$ cat config.mk
export PLATFORM = sky130hd
export DESIGN_NAME = gpio_ctrl
export DESIGN_NICKNAME = d
export VERILOG_FILES = /design/src/rtl/gpio_ctrl.sv
export SDC_FILE = /design/constraint.sdc
export NUM_CORES = 1
export LEC_CHECK = 0
export BUFFER_PORTS_ARGS = -buffer_cell sky130_fd_sc_hd__buf_2
export CAP_MARGIN = 5
export CORE_MARGIN = 2
export CORE_UTILIZATION = 52
export DETAILED_ROUTE_END_ITERATION = 6
export PLACE_DENSITY = 0.74
export SLEW_MARGIN = 20
export SYNTH_ARGS = -nofsm -noshare
export SYNTH_HDL_FRONTEND = slang
export SYNTH_SLANG_ARGS = --single-unit
$ cat constraint.sdc
create_clock -name clk_i -period 1 [get_ports clk_i]
set_clock_uncertainty 0.15 [all_clocks]
set_input_delay 0.05 -clock clk_i [delete_from_list [all_inputs] [get_ports clk_i]]
set_output_delay 0.05 -clock clk_i [all_outputs]
set_load 0.02 [all_outputs]
$ cat src/rtl/gpio_ctrl.sv
// gpio_ctrl: memory-mapped GPIO with direction, set/clear, synchronised inputs and edge interrupts
module gpio_ctrl #(
    parameter int DW          = 16,
    parameter int SYNC_STAGES = 2,
    parameter int AW          = 3
) (
    input  logic          clk_i,
    input  logic          rst_ni,
    input  logic [AW-1:0] addr_i,
    input  logic [DW-1:0] wdata_i,
    input  logic          we_i,
    input  logic          re_i,
    output logic [DW-1:0] rdata_o,
    input  logic [DW-1:0] gpio_in_i,
    output logic [DW-1:0] gpio_out_o,
    output logic [DW-1:0] gpio_oe_o,
    output logic          irq_o
);
    localparam logic [2:0] A_DIN  = 3'd0;
    localparam logic [2:0] A_DOUT = 3'd1;
    localparam logic [2:0] A_DIR  = 3'd2;
    localparam logic [2:0] A_RISE = 3'd3;
    localparam logic [2:0] A_FALL = 3'd4;
    localparam logic [2:0] A_STAT = 3'd5;
    localparam logic [2:0] A_SET  = 3'd6;
    localparam logic [2:0] A_CLR  = 3'd7;

    logic [DW-1:0] sync_q [SYNC_STAGES];
    logic [DW-1:0] prev_q;
    logic [DW-1:0] dout_q, dout_d;
    logic [DW-1:0] dir_q, dir_d;
    logic [DW-1:0] rise_en_q, rise_en_d;
    logic [DW-1:0] fall_en_q, fall_en_d;
    logic [DW-1:0] stat_q, stat_d;
    logic [DW-1:0] rdata_q, rdata_d;
    logic [DW-1:0] s, evt, rd_val;
    logic [2:0]    idx;
    logic          in_map, wr;

    assign s      = sync_q[SYNC_STAGES-1];
    assign idx    = addr_i[2:0];
    assign in_map = (addr_i >> 3) == '0;
    assign wr     = we_i && in_map;
    // edges only count on input pins, judged on the synchronised sample against the previous one
    assign evt    = ((s & ~prev_q & rise_en_q) | (~s & prev_q & fall_en_q)) & ~dir_q;

    // register read mux and next-state for all software-visible registers
    always_comb begin
        rd_val    = !in_map ? '0 :
                    idx == A_DIN  ? s :
                    idx == A_DOUT ? dout_q :
                    idx == A_DIR  ? dir_q :
                    idx == A_RISE ? rise_en_q :
                    idx == A_FALL ? fall_en_q :
                    idx == A_STAT ? stat_q : '0;
        rdata_d   = re_i ? rd_val : rdata_q;
        dout_d    = !wr ? dout_q :
                    idx == A_DOUT ? wdata_i :
                    idx == A_SET  ? (dout_q | wdata_i) :
                    idx == A_CLR  ? (dout_q & ~wdata_i) : dout_q;
        dir_d     = (wr && idx == A_DIR)  ? wdata_i : dir_q;
        rise_en_d = (wr && idx == A_RISE) ? wdata_i : rise_en_q;
        fall_en_d = (wr && idx == A_FALL) ? wdata_i : fall_en_q;
        stat_d    = (stat_q & ~((wr && idx == A_STAT) ? wdata_i : '0)) | evt;
    end

    // input synchroniser chain and previous-sample register
    always_ff @(posedge clk_i or negedge rst_ni) begin
        if (!rst_ni) begin
            for (int k = 0; k < SYNC_STAGES; k++) sync_q[k] <= '0;
            prev_q <= '0;
        end else begin
            sync_q[0] <= gpio_in_i;
            for (int k = 1; k < SYNC_STAGES; k++) sync_q[k] <= sync_q[k-1];
            prev_q <= s;
        end
    end

    // control/status registers and registered read data
    always_ff @(posedge clk_i or negedge rst_ni) begin
        if (!rst_ni) begin
            dout_q    <= '0;
            dir_q     <= '0;
            rise_en_q <= '0;
            fall_en_q <= '0;
            stat_q    <= '0;
            rdata_q   <= '0;
        end else begin
            dout_q    <= dout_d;
            dir_q     <= dir_d;
            rise_en_q <= rise_en_d;
            fall_en_q <= fall_en_d;
            stat_q    <= stat_d;
            rdata_q   <= rdata_d;
        end
    end

    assign rdata_o    = rdata_q;
    assign gpio_out_o = dout_q;
    assign gpio_oe_o  = dir_q;
    assign irq_o      = |stat_q;
endmodule

==> run_results.csv, run 1 <==
group,metric,value,unit
pwr,p_sw,6.658,mW
clock_tree,cts_hold_buf,34,
die,die_area,0.01288,mm²
clock_tree,numCtsBuffers,17,
logic_synthesis,synth-edff-count,0,
pwr,powerDensity,2099,mW/mm²
detailed_routing,via_per_inst,6.624,
placed_design,place_area,0.007427,mm²
pwr,internal-power,14.01,mW
timing,fin_crit,1801,ps
placed_design,port_buffers,87,
timing,grt_setup_unrepaired,"true",
clock_tree,path_clk_slew,70,ps
pwr,ir_drop,1.346,mV
timing,hold_viol,22,
logic_synthesis,synth_ff_type,"dfrtp_1",
grt,overflow,0,
detailed_routing,vias,6273,
pwr,p_leak,4.458,nW
clock_tree,cts_root_buffer,"clkbuf_16",
die,initial_core_util,0.5389,
timing,setup_tns,-22730,ps
timing,setup_viol,124,
die,rows,39,
placed_design,post-dp-hpwl,11090,µm
placed_design,place_inst,822,
pwr,switching_share,0.3221,
timing,holdWs,-86.92,ps
clock_tree,clock_latency,430,ps
timing,fin_ws,-801.0,ps
detailed_routing,drtPass1Iterations,6,
pwr,clock_power_share,0.310,
logic_synthesis,synthArstFlopShare,1.000,
clock_tree,cts_tree,"done",
timing,tightestPinTransition,423.9,ps
critical_path,worst_ep_required_time,800,ps
logic_synthesis,seq_area_frac_synth,0.5782,
logic_synthesis,ys_types,32,
detailed_routing,drt_iter0_drc,935,
pwr,sequentialPowerShare,0.380,
status,run_status,"complete, but fails checks",
flow_run,maxCapViolCount,0,
final_layout,instances_no_fill,947,
clock_tree,clock_path_buffers,2,
critical_path,end_kind,"output port",
final_layout,post-route-util,0.8518,
critical_path,cp-start-kind,"register",
critical_path,crit_type,"reg2out",
logic_synthesis,synthCells,544,
detailed_routing,drc_errors,0,
grt,grt_pass1_vias,6173,
grt,grt_max_degree,33,
logic_synthesis,syn_nets,583,
logic_synthesis,synth_seq_cells,144,
detailed_routing,ant_nets,0,
grt,grt_antenna_before_repair,0,
logic_synthesis,ys_warn_count,0,
timing,slew_headroom,0.7164,
logic_synthesis,synth_area,0.006232,mm²
final_layout,antenna_cells,0,
worst_hold_path,hold_class,"in2async",
clock_tree,cts_sinks,144,
die,core-area,0.01156,mm²
clock_tree,cts_htree_levels,4,
placed_design,routabilityCongestion,0.8725,
timing,slew_viol_final,0,
detailed_routing,drt-total-wl,25070,µm
grt,grt_usage,0.3332,
die,ios,88,
status,violations,"negative hold slack, negative setup slack",
timing,maxClockFrequency,555.2,MHz
logic_synthesis,synth.avg_cell_area,11.46,µm²
critical_path,cp_max_fo,2,
die,dieHeight,113.5,µm
final_layout,drive_gt1_frac,0.5100,
critical_path,crit_arrival,1600,ps
pwr,combPwrFrac,0.310,
final_layout,fin_area,0.009851,mm²
die,die_w,113.5,µm
final_layout,syn_to_final_growth,58.06,%
detailed_routing,routedWlPerCell,26.47,µm
grt,grt_pass1_wl,32660,µm
timing,fin_crit_sh,1.801,
final_layout,nets,830,
==> Yosys cell counts (2+ instances only) <==
| master | count | share of area |
|---|---|---|
| a211oi_1 | 16 | 0.019 |
| a21oi_1 | 32 | 0.026 |
| a31oi_1 | 17 | 0.017 |
| and3_1 | 2 | 0.0020 |
| buf_1 | 2 | 0.0012 |
| buf_2 | 4 | 0.0032 |
| buf_4 | 6 | 0.0072 |
| buf_6 | 9 | 0.016 |
| clkbuf_1 | 8 | 0.0048 |
| dfrtp_1 | 144 | 0.58 |
| inv_1 | 31 | 0.019 |
| mux2_2 | 38 | 0.069 |
| mux2_4 | 10 | 0.024 |
| mux2i_1 | 33 | 0.053 |
| nand2_1 | 50 | 0.030 |
| nor2_1 | 48 | 0.029 |
| nor4_1 | 4 | 0.0040 |
| o21ai_0 | 14 | 0.011 |
| o21ai_1 | 3 | 0.0024 |
| o22ai_1 | 46 | 0.046 |
| o2bb2ai_1 | 16 | 0.022 |
==> critical path, stage by stage, from the launching register on <==
cell	delay, ps
dfrtp_1	430
nor4_4	340
nand4_1	200
buf_2	210
==> placed cells by master, fill, tap and decap left out, drive strengths merged <==
| master | count |
|---|---|
| clkinvlp | 4 |
| nor2 | 48 |
| nand3 | 2 |
| nand3b | 1 |
| dlygate4sd3 | 34 |
| nand2b | 1 |
| and3 | 2 |
| and3b | 1 |
| o22ai | 46 |
| clkbuf | 18 |
| nor4 | 4 |
| nor3 | 1 |
| o2bb2ai | 16 |
| mux2i | 33 |
| nor2b | 2 |
| dfrtp | 144 |
| nand4 | 1 |
| clkinv | 7 |
| o21a | 1 |
| mux2 | 48 |
| o21ai | 17 |
| a21oi | 32 |
| a31oi | 17 |
| buf | 224 |
| nand2 | 50 |
| inv | 32 |
| a211oi | 16 |
| bufinv | 2 |
==> layout make-up <==
class                           instances  area (µm²)
Inverter                               31       116.4
Clock buffer                           18       439.2
Tap cell                              143       178.9
Multi-Input combinational cell        339        2801
Fill cell                             478        1714
Timing Repair Buffer                  258        2540
Sequential cell                       144        3633
Clock inverter                         14       141.4
==> per-stage QoR <==
stage | hold WS, ps | worst slack, ps | power (mW)
floorplan | -395.6 | -285.9 | 9.531
global placement | -204.9 | -409.9 | 11.16
detailed placement | -201.7 | -465.2 | 11.33
CTS | -81.26 | -737.4 | 19.13
global route | -72.46 | -823.9 | 21.19
finish | -86.92 | -801.0 | 20.67
==> routing by layer <==
metal / up-vias / wire, µm / GRT usage / part of all wire
met5: - / 0 / 0 / 0
met4: 0 / 1583 / 0.1748 / 0.063
met3: 165 / 2691 / 0.1010 / 0.11
met2: 587 / 11690 / 0.5497 / 0.47
met1: 3082 / 9102 / 0.3958 / 0.36
li1: 2439 / - / - / -
==> repair_timing <==
| item | 4_1_cts | 5_1_grt |
|---|---|---|
| gates resized for setup | 172 | 114 |
| pin swaps | 61 | 36 |
| setup buffers | 50 | 15 |
| cloned | 0 | 0 |
| endpoints found under the hold margin | 241 | 22 |
| setup endpoints to repair | 89 | 120 |
==> logic make-up after synthesis <==
kind of cell | count (synthesis) | synth area share
AO/OA/AOI/OAI | 145 | 0.1456
flip-flops | 144 | 0.5782
AND/OR/NAND/NOR | 113 | 0.07830
multiplexers | 81 | 0.1458
buffers and inverters | 61 | 0.05220
==> power groups by stage <==
stage                     Sequential, mW  Clock, mW  Combinational (mW)
after floorplan                     7.90          0                1.63
after global routing                7.87       6.68                6.64
after detailed placement            7.63          0                3.70
after global placement              7.58          0                3.58
after CTS                           7.57       6.25                5.32
final                               7.86       6.41                6.41
==> final timing paths <==
| path | startpoint | endpoint | slack, ps | depth (start not counted) |
|---|---|---|---|---|
| worst max register to register | stat_q[14] | rdata_o[14] | -470 | 6 |
| worst min-delay path | rst_ni | rdata_o[4] | -90 | 2 |
| max in group asynchronous | rst_ni | async pin | 290 | 3 |
| worst max-delay path | stat_q[3] | irq_o | -800 | 3 |
| min in group clk_i | addr_i[2] | rdata_o[2] | 80 | 5 |
| worst min register to register | sync_q[30] | s[14] | 200 | 0 |
Power figures use the tool's default switching activity.
==> run 2: changes to the inputs <==
- PLACE_DENSITY: 0.74 -> 0.75
- SETUP_SLACK_MARGIN: not set -> 0.2
==> run 2 against run 1 <==
Effect of this change: the flow finishes with violations (design-rule violations, negative hold slack, negative setup slack); register-to-register slack got worse by 60 ps; cell area is 3.4% higher; power up 5.3%; final cell count is the same; die area is the same; flip-flop and latch count is the same; sequential share of layout area is 1.2 points lower; hold slack worse by 93 ps; global-route usage up 3.8 points; sequential power grew 0.8%; critical endpoint unchanged.
==> run_results.csv, run 2 (synthesis gave the netlist of run 1 again) <==
group,metric,value,unit
final_layout,nets,830,
timing,slew_viol_final,0,
final_layout,antenna_cells,0,
clock_tree,cts_root_buffer,"clkbuf_16",
critical_path,slowest_stage,"nor4_4",
detailed_routing,ant_nets,0,
critical_path,endpoint,"irq_o",
timing,fin_crit,1950,ps
clock_tree,clock_path_buffers,2,
critical_path,cp-start-kind,"register",
placed_design,routabilityCongestion,0.8257,
die,initial_core_util,0.5389,
timing,maxClockFrequency,512.8,MHz
clock_tree,clock_latency,450,ps
status,run_status,"complete, but fails checks",
die,core-area,0.01156,mm²
detailed_routing,drc_errors,1,
final_layout,instances_no_fill,947,
critical_path,max_stage_delay,440,ps
critical_path,cp_max_fo,2,
detailed_routing,vias,6430,
timing,setup_viol,125,
grt,grt_pass1_wl,35750,µm
grt,grt_max_degree,52,
timing,slew_headroom,0.7375,
critical_path,crit_arrival,1750,ps
worst_hold_path,holdCritStartpoint,"wdata_i[5]",
clock_tree,numCtsBuffers,17,
timing,tightestPinTransition,390.1,ps
die,dieHeight,113.5,µm
critical_path,path_buf_inv,1,
placed_design,post-dp-hpwl,11320,µm
flow_run,maxCapViolCount,0,
worst_hold_path,min_path_cells,2,
critical_path,startpoint,"stat_q[3]",
timing,holdWs,-179.9,ps
clock_tree,path_clk_slew,60,ps
final_layout,final_cell_mix,"buf_6 (132), dfrtp_1 (119), buf_4 (55)",
worst_hold_path,hold_class,"in2reg",
die,die_w,113.5,µm
critical_path,end_kind,"output port",
pwr,p_leak,4.604,nW
timing,grt_setup_unrepaired,"true",
critical_path,critical_path_depth,3,
clock_tree,cts_hold_buf,24,
pwr,powerDensity,2138,mW/mm²
detailed_routing,via_per_inst,6.790,
timing,fin_ws,-949.9,ps
critical_path,crit_type,"reg2out",
critical_path,crit_chain,"nor4_4 > nand4_1 > buf_4",
final_layout,fin_area,0.01018,mm²
critical_path,r2r_cells,6,
final_layout,final_common_cell,"buf_6",
clock_tree,cts_htree_levels,4,
die,rows,39,
placed_design,place_ws,-448.6,ps
grt,grt_usage,0.3708,
detailed_routing,drt-total-wl,27030,µm
timing,hold_viol,66,
grt,grt_antenna_before_repair,0,
final_layout,drive_gt1_frac,0.5759,
final_layout,post-route-util,0.8807,
pwr,ir_drop,1.555,mV
critical_path,worst_ep_required_time,800,ps
critical_path,r2r_slack,-530,ps
critical_path,rr_startpoint,"stat_q[1]",
placed_design,place_area,0.007435,mm²
timing,fin_crit_sh,1.950,
detailed_routing,routedWlPerCell,28.54,µm
detailed_routing,drt_iter0_drc,933,
placed_design,port_buffers,87,
clock_tree,cts_tree,"done",
die,ios,88,
die,die_area,0.01288,mm²
status,violations,"design-rule violations, negative hold slack, negative setup slack",
grt,overflow,0,
placed_design,place_inst,821,
grt,grt_pass1_vias,6344,
detailed_routing,drtPass1Iterations,7,
critical_path,r2r_end,"rdata_o[1]",
final_layout,syn_to_final_growth,63.42,%
clock_tree,cts_sinks,144,
critical_path,crit_family,"simple AND/OR/NAND/NOR gates",
run 2: cell count changes in the layout (fill, tap and decap cells not counted), sizes merged:
cell | before | now
and3 | 2 | 3
buf | 224 | 237
bufinv | 2 | 3
clkbuf | 18 | 21
clkinvlp | 4 | 1
inv | 32 | 31
dlygate4sd3 | 34 | 20
run 2: cell type report:
type | instances | area, µm²
repair buffers | 257 | 2545
clock buffers | 21 | 470.5
fillers | 415 | 1380
inverters | 31 | 116.4
multi-input cells | 340 | 3103
well taps | 143 | 178.9
flip-flops and latches | 144 | 3635
clock inverters | 11 | 136.4
run 2: per-stage QoR:
| step | TNS [ps] | total power [mW] |
|---|---|---|
| final | -24600 | 21.77 |
| after global routing | -26340 | 22.23 |
| after CTS | -17140 | 19.81 |
| after detailed placement | -30820 | 11.37 |
| after global placement | -28510 | 11.18 |
| after floorplan | -12730 | 9.536 |
run 2: worst min path at each step:
stage / endpoint / slack, ps
after floorplan: async pin / -400
after CTS: register / -200
after global routing: sync_q[17] / -170
after detailed placement: sync_q[17] / -290
final: fall_en_q[5] / -180
after global placement: sync_q[17] / -290
run 2: report_power, final:
| group | switching, mW | internal, mW | total, mW |
|---|---|---|---|
| clock | 2.66 | 4.10 | 6.76 |
| sequential | 1.15 | 6.77 | 7.92 |
| combinational | 3.17 | 3.92 | 7.09 |
| total | 6.98 | 14.8 | 21.8 |
run 2: what timing repair did:
item / CTS / global route
gates resized for setup: 231 / 122
setup endpoints to repair: 145 / 146
pin swaps: 57 / 35
endpoints found under the hold margin: 241 / 67
cloned: 0 / 1
buffers inserted: 58 / 15
run 2: routing by layer:
layer / vias to the layer above / share of wire / global-route usage / routed length [µm]
met5: - / 0 / 0 / 0
met4: 0 / 0.086 / 0.2211 / 2337
met3: 232 / 0.11 / 0.09936 / 2976
met2: 618 / 0.46 / 0.5856 / 12310
met1: 3136 / 0.35 / 0.4606 / 9403
li1: 2444 / - / - / -
